<file path="src/rtl/mips_defs_pkg.sv">
// Shared MIPS encodings for the multi-cycle control unit.
// Opcodes, functs, ALU codes, mux selects, FSM states.
package mips_defs_pkg;

  localparam logic [5:0] OP_RTYPE = 6'h00;
  localparam logic [5:0] OP_J     = 6'h02;
  localparam logic [5:0] OP_JAL   = 6'h03;
  localparam logic [5:0] OP_BEQ   = 6'h04;
  localparam logic [5:0] OP_BNE   = 6'h05;
  localparam logic [5:0] OP_ADDI  = 6'h08;
  localparam logic [5:0] OP_XORI  = 6'h0e;
  localparam logic [5:0] OP_LW    = 6'h23;
  localparam logic [5:0] OP_SW    = 6'h2b;

  localparam logic [5:0] FN_JR  = 6'h08;
  localparam logic [5:0] FN_ADD = 6'h20;
  localparam logic [5:0] FN_SUB = 6'h22;
  localparam logic [5:0] FN_SLT = 6'h2a;

  localparam logic [2:0] ALU_ADD = 3'd0;
  localparam logic [2:0] ALU_SUB = 3'd1;
  localparam logic [2:0] ALU_XOR = 3'd2;
  localparam logic [2:0] ALU_SLT = 3'd3;

  localparam logic [1:0] PC_ALU = 2'd0;
  localparam logic [1:0] PC_BR  = 2'd1;
  localparam logic [1:0] PC_JMP = 2'd2;
  localparam logic [1:0] PC_RS  = 2'd3;

  localparam logic [1:0] RD_RT = 2'd0;
  localparam logic [1:0] RD_RD = 2'd1;
  localparam logic [1:0] RD_RA = 2'd2;

  localparam logic [1:0] M2R_ALU = 2'd0;
  localparam logic [1:0] M2R_MDR = 2'd1;
  localparam logic [1:0] M2R_PC  = 2'd2;

  localparam logic [1:0] SRCB_RT   = 2'd0;
  localparam logic [1:0] SRCB_4    = 2'd1;
  localparam logic [1:0] SRCB_IMM  = 2'd2;
  localparam logic [1:0] SRCB_IMM2 = 2'd3;

  typedef enum logic [3:0] {
    S_FETCH  = 4'd0,
    S_DECODE = 4'd1,
    S_ADDR   = 4'd2,
    S_MRD    = 4'd3,
    S_LWB    = 4'd4,
    S_MWR    = 4'd5,
    S_IEXE   = 4'd6,
    S_IWB    = 4'd7,
    S_REXE   = 4'd8,
    S_RWB    = 4'd9,
    S_BR     = 4'd10,
    S_JMP    = 4'd11,
    S_JAL    = 4'd12,
    S_JR     = 4'd13,
    S_TRAP   = 4'd14
  } state_t;

  typedef enum logic [1:0] {
    ALU_CLS_ADD,
    ALU_CLS_SUB,
    ALU_CLS_IMM,
    ALU_CLS_RTYPE
  } alu_cls_t;

endpackage

</file>
<file path="src/rtl/mc_alu_decode.sv">
// ALU control decode from state class, opcode and funct.
// In: i_cls, i_op, i_funct. Out: o_alu_ctrl.
module mc_alu_decode
  import mips_defs_pkg::*;
#(
  parameter int OP_W  = 6,
  parameter int FN_W  = 6,
  parameter int ALU_W = 3
)(
  input  alu_cls_t          i_cls,
  input  logic [OP_W-1:0]   i_op,
  input  logic [FN_W-1:0]   i_funct,
  output logic [ALU_W-1:0]  o_alu_ctrl
);

  always_comb begin
    o_alu_ctrl = ALU_W'(ALU_ADD);
    unique case (i_cls)
      ALU_CLS_ADD: o_alu_ctrl = ALU_W'(ALU_ADD);
      ALU_CLS_SUB: o_alu_ctrl = ALU_W'(ALU_SUB);
      ALU_CLS_IMM: begin
        if (i_op == OP_W'(OP_XORI))
          o_alu_ctrl = ALU_W'(ALU_XOR);
      end
      ALU_CLS_RTYPE: begin
        if (i_funct == FN_W'(FN_SUB))
          o_alu_ctrl = ALU_W'(ALU_SUB);
        else if (i_funct == FN_W'(FN_SLT))
          o_alu_ctrl = ALU_W'(ALU_SLT);
      end
    endcase
  end

endmodule

</file>
<file path="src/rtl/mc_control_unit.sv">
// Multi-cycle MIPS control FSM driving all datapath strobes.
// Optional MC_CONTROL_ILLEGAL_TRAP_EN adds TRAP + illegal_instr.
module mc_control_unit
  import mips_defs_pkg::*;
#(
  parameter int OP_W  = 6,
  parameter int FN_W  = 6,
  parameter int ALU_W = 3
)(
  input  logic             clk,
  input  logic             reset,
  input  logic [OP_W-1:0]  op,
  input  logic [FN_W-1:0]  funct,
  input  logic             mem_ready,
  input  logic             alu_zero,
  output logic             pc_write,
  output logic [1:0]       pc_src,
  output logic             ir_write,
  output logic             i_or_d,
  output logic             mem_read,
  output logic             mem_write,
  output logic             reg_write,
  output logic [1:0]       reg_dst,
  output logic [1:0]       mem_to_reg,
  output logic             alu_src_a,
  output logic [1:0]       alu_src_b,
  output logic [ALU_W-1:0] alu_ctrl,
  output logic [3:0]       state_o
`ifdef MC_CONTROL_ILLEGAL_TRAP_EN
  ,
  output logic             illegal_instr
`endif
);

  state_t            r_state;
  state_t            w_next;
  logic [OP_W-1:0]   r_op;
  logic [FN_W-1:0]   r_funct;
  alu_cls_t          w_cls;
  logic [ALU_W-1:0]  w_alu_ctrl;

  logic w_mem, w_imm, w_r, w_jr;
  logic w_br, w_j, w_jal, w_op0;

  assign w_op0 = op == OP_W'(OP_RTYPE);
  assign w_mem = op == OP_W'(OP_LW) ||
                 op == OP_W'(OP_SW);
  assign w_imm = op == OP_W'(OP_ADDI) ||
                 op == OP_W'(OP_XORI);
  assign w_r   = w_op0 &&
                 (funct == FN_W'(FN_ADD) ||
                  funct == FN_W'(FN_SUB) ||
                  funct == FN_W'(FN_SLT));
  assign w_jr  = w_op0 && funct == FN_W'(FN_JR);
  assign w_br  = op == OP_W'(OP_BEQ) ||
                 op == OP_W'(OP_BNE);
  assign w_j   = op == OP_W'(OP_J);
  assign w_jal = op == OP_W'(OP_JAL);

  always_comb begin
    w_next = S_FETCH;
    case (r_state)
      S_FETCH:
        w_next = mem_ready ? S_DECODE : S_FETCH;
      S_DECODE: begin
        unique case (1'b1)
          w_mem:   w_next = S_ADDR;
          w_imm:   w_next = S_IEXE;
          w_r:     w_next = S_REXE;
          w_jr:    w_next = S_JR;
          w_br:    w_next = S_BR;
          w_j:     w_next = S_JMP;
          w_jal:   w_next = S_JAL;
`ifdef MC_CONTROL_ILLEGAL_TRAP_EN
          default: w_next = S_TRAP;
`else
          default: w_next = S_FETCH;
`endif
        endcase
      end
      S_ADDR:
        w_next = (r_op == OP_W'(OP_LW)) ?
                 S_MRD : S_MWR;
      S_MRD:
        w_next = mem_ready ? S_LWB : S_MRD;
      S_MWR:
        w_next = mem_ready ? S_FETCH : S_MWR;
      S_IEXE: w_next = S_IWB;
      S_REXE: w_next = S_RWB;
`ifdef MC_CONTROL_ILLEGAL_TRAP_EN
      S_TRAP: w_next = S_TRAP;
`endif
      default: w_next = S_FETCH;
    endcase
  end

  // op/funct are captured on the DECODE edge; the IR
  // may be reloaded later, so EXEC states use the copy.
  always_ff @(posedge clk) begin
    if (reset) begin
      r_state <= S_FETCH;
      r_op    <= '0;
      r_funct <= '0;
    end else begin
      r_state <= w_next;
      if (r_state == S_DECODE) begin
        r_op    <= op;
        r_funct <= funct;
      end
    end
  end

  always_comb begin
    pc_write   = 1'b0;
    pc_src     = PC_ALU;
    ir_write   = 1'b0;
    i_or_d     = 1'b0;
    mem_read   = 1'b0;
    mem_write  = 1'b0;
    reg_write  = 1'b0;
    reg_dst    = RD_RT;
    mem_to_reg = M2R_ALU;
    alu_src_a  = 1'b0;
    alu_src_b  = SRCB_RT;
    w_cls      = ALU_CLS_ADD;
    if (!reset) begin
      case (r_state)
        S_FETCH: begin
          mem_read  = 1'b1;
          alu_src_b = SRCB_4;
          ir_write  = mem_ready;
          pc_write  = mem_ready;
        end
        S_DECODE: alu_src_b = SRCB_IMM2;
        S_ADDR: begin
          alu_src_a = 1'b1;
          alu_src_b = SRCB_IMM;
        end
        S_MRD: begin
          i_or_d   = 1'b1;
          mem_read = 1'b1;
        end
        S_LWB: begin
          reg_write  = 1'b1;
          mem_to_reg = M2R_MDR;
        end
        S_MWR: begin
          i_or_d    = 1'b1;
          mem_write = 1'b1;
        end
        S_IEXE: begin
          alu_src_a = 1'b1;
          alu_src_b = SRCB_IMM;
          w_cls     = ALU_CLS_IMM;
        end
        S_IWB: reg_write = 1'b1;
        S_REXE: begin
          alu_src_a = 1'b1;
          w_cls     = ALU_CLS_RTYPE;
        end
        S_RWB: begin
          reg_write = 1'b1;
          reg_dst   = RD_RD;
        end
        S_BR: begin
          alu_src_a = 1'b1;
          w_cls     = ALU_CLS_SUB;
          pc_src    = PC_BR;
          pc_write  = (r_op == OP_W'(OP_BNE)) ?
                      !alu_zero : alu_zero;
        end
        S_JMP: begin
          pc_write = 1'b1;
          pc_src   = PC_JMP;
        end
        S_JAL: begin
          reg_write  = 1'b1;
          reg_dst    = RD_RA;
          mem_to_reg = M2R_PC;
          pc_write   = 1'b1;
          pc_src     = PC_JMP;
        end
        S_JR: begin
          pc_write = 1'b1;
          pc_src   = PC_RS;
        end
        default: ;
      endcase
    end
  end

  mc_alu_decode #(
    .OP_W  (OP_W),
    .FN_W  (FN_W),
    .ALU_W (ALU_W)
  ) u_alu_dec (
    .i_cls      (w_cls),
    .i_op       (r_op),
    .i_funct    (r_funct),
    .o_alu_ctrl (w_alu_ctrl)
  );

  assign alu_ctrl = reset ? '0 : w_alu_ctrl;
  assign state_o  = reset ? S_FETCH : r_state;

`ifdef MC_CONTROL_ILLEGAL_TRAP_EN
  assign illegal_instr = !reset &&
                         r_state == S_TRAP;
`endif

endmodule

</file>
<file path="config.mk">
export PLATFORM = sky130hd
export DESIGN_NAME = mc_control_unit
export DESIGN_NICKNAME = d
export VERILOG_FILES = /design/src/rtl/mips_defs_pkg.sv /design/src/rtl/mc_alu_decode.sv /design/src/rtl/mc_control_unit.sv
export SDC_FILE = /design/constraint.sdc
export NUM_CORES = 1
export LEC_CHECK = 0
export BUFFER_PORTS_ARGS = -buffer_cell sky130_fd_sc_hd__buf_2
export CAP_MARGIN = 10
export CORE_UTILIZATION = 46
export DETAILED_ROUTE_END_ITERATION = 16
export GPL_TIMING_DRIVEN = 0
export PLACE_DENSITY = 0.87
export RECOVER_POWER = 100
export SYNTH_ARGS = -nofsm -noshare
export SYNTH_HDL_FRONTEND = slang
export SYNTH_HIERARCHICAL = 1
export SYNTH_SLANG_ARGS = --single-unit
</file>
<file path="constraint.sdc">
create_clock -name clk -period 1.75 [get_ports clk]
set_input_delay 0.35 -clock clk [delete_from_list [all_inputs] [get_ports clk]]
set_output_delay 0.35 -clock clk [all_outputs]
set_load 0.02 [all_outputs]
</file>
Yosys cells after proc, flatten, opt, wreduce, memory -nomap -nowiden
Cells that the tools add are included.

Register bits: 16. Bits in latches: 0. RAM bits: 0. Memory bits (read-only): 0. Input bits: 16. Word-level logic and storage cells: 91. Memories kept: 0.

Add/subtract/negate cells: 0. Multiply operators: 0. Div/mod/pow operators: 0. $lt $le $gt $ge: 0. Equality and inequality tests: 33. Shift-type cells: 0. Mux-type cells: 37. Bitwise operators: 0. Reduce and logical (&&, ||, !) cells: 18.

Operators with widths (count): case mux 4 bit (7 select lines) (2); equality test 6 bit (second input constant) (8); equality test 4 bit (second input constant) (6); equality test 6 x 4 -> 1 bit (second input constant) (4); equality test 6 x 3 -> 1 bit (second input constant) (3); case mux 2 bit (3 select lines) (3); equality test 4 x 3 -> 1 bit (second input constant) (4); 2-to-1 mux 1 bit (15); 2-to-1 mux 3 bit (5); 2-to-1 mux 2 bit (7); equality test 6 x 2 -> 1 bit (second input constant) (2); case mux 3 bit (4 select lines) (1); equality test 4 x 2 -> 1 bit (second input constant) (2); case mux 2 bit (2 select lines) (2); OR reduction 2 bit (4); OR reduction 4 bit (2); logical NOT 6 bit (1); logical OR 1 bit (5); equality test 2 bit (second input constant) (2); equality test 4 x 1 -> 1 bit (second input constant) (1); logical NOT 4 bit (1); 2-to-1 mux 4 bit (1); case mux 1 bit (3 select lines) (1); OR reduction 3 bit (1); other kinds (4) (5).

Longest topological paths before layout
Word-level depth: 6. Depth in mapped cells: 8. Depth with buffers taken out: 7.

Modules after synthesis
Netlist, hierarchy kept.

Modules (own cells, without submodules): mc_control_unit (times used 1, cells an instance 169, area each 1226.2 um2, seq. area each 320.3 um2); mc_alu_decode (times used 1, cells an instance 10, area each 67.6 um2, seq. area each 0.0 um2).

Least setup slack after synthesis
OpenSTA, ideal clock, no wires.

Kind: reg-to-output. Start: register r_state[0]. End: output mem_read. Data arrival time: 1.869 ns. Required time: 1.400 ns. Setup slack: -0.469 ns. Cell stages (with the launch flop): 4. Path through: dfxtp_1 buf_4 or2_2 a2111oi_0.

Longest elaborated chain between the ends: 4. Elaborated cells on any way between the ends: 5. Classes of those cells: eq/ne (1); mux (2); reduce/logical (2).

Ends and longest elaborated chain: start: declaration (line mc_control_unit.sv:35) `state_t r_state;`; start signal: assignment (line mc_control_unit.sv:105) `r_state <= w_next;`; equality test 4 x 2 -> 1 bit / logical NOT 4 bit (equally long branches) (line mc_control_unit.sv:127) `case (r_state)`; OR reduction 2 bit (no line) *; 2-to-1 mux 1 bit * (line mc_control_unit.sv:127); 2-to-1 mux 1 bit * (line mc_control_unit.sv:126) `if (!reset) begin`; end: declaration (line mc_control_unit.sv:20) `output logic mem_read,`.

Mark *: on every way between the ends. The rest lies on a longest branch, timed or not.

Worst setup path after layout
Start: input reset. End: output alu_ctrl[1].

Longest elaborated chain between the ends: 4. Elaborated cells on any way between the ends: 7. Classes of those cells: eq/ne (3); mux (3); reduce/logical (1).

Ends and longest elaborated chain: start: declaration (line mc_control_unit.sv:11) `input logic reset,`; 2-to-1 mux 2 bit * (line mc_control_unit.sv:126); via w_cls[1] (line mc_control_unit.sv:39) `alu_cls_t w_cls;`; equality test 2 bit, or another cell as far along (line mc_alu_decode.sv:18) `unique case (i_cls)`; case mux 3 bit (4 select lines) * (line mc_alu_decode.sv:18); via w_alu_ctrl[1] (line mc_control_unit.sv:40) `logic [ALU_W-1:0] w_alu_ctrl;`; 2-to-1 mux 3 bit * (line mc_control_unit.sv:203) `assign alu_ctrl = reset ? '0 : w_alu_ctrl;`; end: declaration (line mc_control_unit.sv:27) `output logic [ALU_W-1:0] alu_ctrl,`.

Mark *: on every way through the listed nets, which the timed path passes. The rest lies on a longest branch.

==> results.json <==
{
  "outcome": "finished with violations",
  "violations": "negative setup slack",
  "timing.max_cap.violations": 0,
  "first_global_vias": 1464,
  "clkLatencyLatePin_ns": 0.30,
  "routability_congestion_estimate": 0.813,
  "drt.antenna.violating_nets": 0,
  "chipWidth_um": 55.0,
  "worst_slew_margin_rel_pct": 63.5,
  "route.detailed.vias_per_inst": 6.40,
  "syn-cell-area_mm2": 0.00129,
  "post_synth.cell_area_avg_um2": 7.23,
  "post-route-period-util_pct": 140,
  "wl_per_cell_um": 21.1,
  "critical_path_peak_fanout": 10,
  "worstPathRequired_ns": 1.40,
  "initialDrtViolationCount": 99,
  "ios": 38,
  "cts_inserted_buffers": 3,
  "critical_path_depth": 9,
  "syn_to_final_growth_pct": 70.7,
  "path_cells": "buf_2, clkbuf_4, buf_4, nor3_2, nor4bb_4, nand4_1, o21ai_1, nor2b_4, buf_6",
  "cts.path.max_buffers": 2,
  "power_density_mw_per_mm2": 437,
  "ctsHtreeMaxLevel": 1,
  "synth_warnings": 6,
  "setup_ws_final_ns": -0.694,
  "grt_max_degree": 11,
  "wl_met1_mm": 2.36,
  "hold_path.class": "in2reg",
  "yosys_register_bits": 16,
  "met3WireLength_um": 507,
  "grt_first_pass_wirelength_mm": 6.78,
  "ys_async_sr_fraction_pct": 0,
  "final_cell_count_no_fill": 281,
  "ctsRootBufferMaster": "clkbuf_4",
  "worst_setup_path_start_kind": "input port",
  "seq_area_um2": 329,
  "detailedPlacementHpwl_mm": 2.45,
  "grt_usage_pct": 31.6,
  "leakage_nw": 0.895,
  "first_pass_iters": 5,
  "number_of_cells_produced_by_synthesis": 179,
  "netlist.area_leader.share_pct": 24.8,
  "io_buffer_count": 35,
  "placement.setup.worst_slack_ns": -0.363,
  "intPower_uw": 650,
  "p_switching_uw": 315,
  "power_frac_seq_pct": 41.3,
  "fmaxAchievable_mhz": 409,
  "totalPowerFinal_uw": 965,
  "tritoncts_clock_tree": "yes",
  "critPathCaptureType": "output pin",
  "worst_ir_drop_vdd_uv": 569,
  "antenna_violations_before_repair": 0,
  "clock_skew_ns": 0.00862,
  "clk_transition_reported_paths_ns": 0.10,
  "initial_core_util_pct": 50.4,
  "p_clk_share_pct": 26.6,
  "synthDominantAreaCellType": "dfxtp_1",
  "n_antenna_cell": 0,
  "post_synth_main_area_contributors": "dfxtp_1, nand2_1, a21oi_1",
  "postSynthNetCount": 195,
  "n_fill_cell": 130,
  "worst-setup-path-type": "in2out",
  "floorplan.rows": 18,
  "max_stage_delay_ns": 0.27,
  "ys.flop_type": "dfxtp_1",
  "grt_overflow": 0,
  "yosysSeqAreaShare_pct": 24.8,
  "p_sw_share_pct": 32.7,
  "yosysMostFrequentCell": "nand2_1",
  "critical_path.slowest_cell": "nor3_2",
  "route.detailed.drc": 0,
  "dp_cells": 244,
  "ys_types": 50,
  "dieArea_mm2": 0.00303,
  "final_period_minus_worst_setup_slack_ns": 2.44,
  "highest-signal-layer": "met4",
  "timing_worst_slew_pin_value_ns": 0.547,
  "combPwrFrac_pct": 32.2,
  "finalNetCount": 268,
  "rsz0062_at_grt": "true",
  "crit_family": "simple AND/OR/NAND/NOR gates",
  "synth.top_cells.by_count": "nand2_1, a21oi_1, dfxtp_1, nor2_1",
  "area_of_combinational_cells_with_multiple_inputs_mm2": 0.00110,
  "drt-total-wl_mm": 5.93,
  "synth_enable_flop_cells": 0,
  "die_h_um": 55.0,
  "worst-endpoint-arrival_ns": 2.09,
  "buf_inv_on_cp": 4,
  "whs_path_depth": 3,
  "final_layout_size_suffix_gt1_share_pct": 53.4,
  "clock_sinks": 16,
  "final_hold_violation_count": 0,
  "hold_ws_ns": 0.280,
  "via_count": 1797,
  "timing.reg2reg.worst_path_depth": 8,
  "slew_violations": 0,
  "core_region_area_mm2": 0.00257,
  "met2_wire_length_mm": 2.77,
  "setup_viol": 29
}
-- layer usage --
metal | vias up | track usage (%)
li1 | 785 | -
met1 | 838 | 37.7
met2 | 137 | 56.4
met3 | 37 | 3.83
met4 | 0 | 13.8
met5 | - | 0
-- sequential cells by signal (all words and copies together) (netlist names) --
signal   flops
r_op         6
r_state      4
r_funct      6
-- path summary, 6_finish.rpt --
path	start	endpoint	slack, ns
max	reset	alu_ctrl[1]	-0.69
min	funct[2]	r_funct[2]	0.28
max reg2reg	r_state[2]	r_op[2]	-0.09
min reg2reg	r_funct[1]	r_funct[1]	0.46
-- what timing repair did --
action	in CTS	in global routing
hold buffers	0	0
cloned	1	0
endpoints found under the setup margin	17	19
gates resized for setup	63	31
buffers inserted	24	8
pin swaps	14	7
-- logic make-up after synthesis --
group	synth area share, %
buf+inv	7.45
simple gates	41.1
other cells	0.290
mux	0.870
flops	24.8
xor+xnor	2.03
compound gates	23.5
-- through the flow --
stage               TNS (ns)  area (um2)  utilization (%)
floorplan             -0.217        1370                -
global route           -7.10        2210             86.0
CTS                    -2.40        2030             79.0
detailed placement    -0.708        1580             61.5
global placement      -0.622        1580             61.5
finish                 -5.19        2210             86.0
-- cells in the final DEF (no fill, tap or decap), drive strengths merged, types with 3 or more instances in the layout --
| cell | netlist | final |
|---|---|---|
| nor4 | 3 | 3 |
| xnor2 | 3 | 3 |
| nor2 | 13 | 13 |
| nand2b | 6 | 6 |
| nor4b | 5 | 5 |
| nor3 | 8 | 8 |
| clkbuf | 2 | 6 |
| dfxtp | 16 | 16 |
| o21ai | 4 | 4 |
| a2111oi | 4 | 4 |
| a211oi | 3 | 3 |
| nor2b | 11 | 11 |
| a21boi | 3 | 3 |
| a21oi | 18 | 18 |
| a21o | 3 | 3 |
| buf | 15 | 83 |
| nor3b | 3 | 3 |
| nand2 | 32 | 32 |
-- layout make-up --
| class | count | area share (%) |
|---|---|---|
| Sequential cell | 16 | 14.9 |
| Clock buffer | 4 | 1.64 |
| Inverter | 1 | 0.170 |
| Timing Repair Buffer | 68 | 24.4 |
| Multi-Input combinational cell | 145 | 50.0 |
| Buffer | 17 | 7.20 |
| Tap cell | 30 | 1.70 |
-- power by group through the flow --
stage,combinational [mW],clock (mW),sequential (mW)
after floorplan,0.153,0,0.399
after global placement,0.211,0,0.402
after detailed placement,0.214,0,0.402
after CTS,0.269,0.255,0.394
after global routing,0.328,0.267,0.400
final,0.310,0.257,0.398
-- worst reg2reg max path, cell delays in order, from the launching register on --
cell and delay, ns:
dfxtp_2 0.35, buf_6 0.11, buf_6 0.11, or3b_4 0.42, buf_4 0.16, nor2_1 0.22, buf_6 0.18, nand2_1 0.07
a21oi_1 0.15
Note: power is estimated with default switching activity, not from simulation.
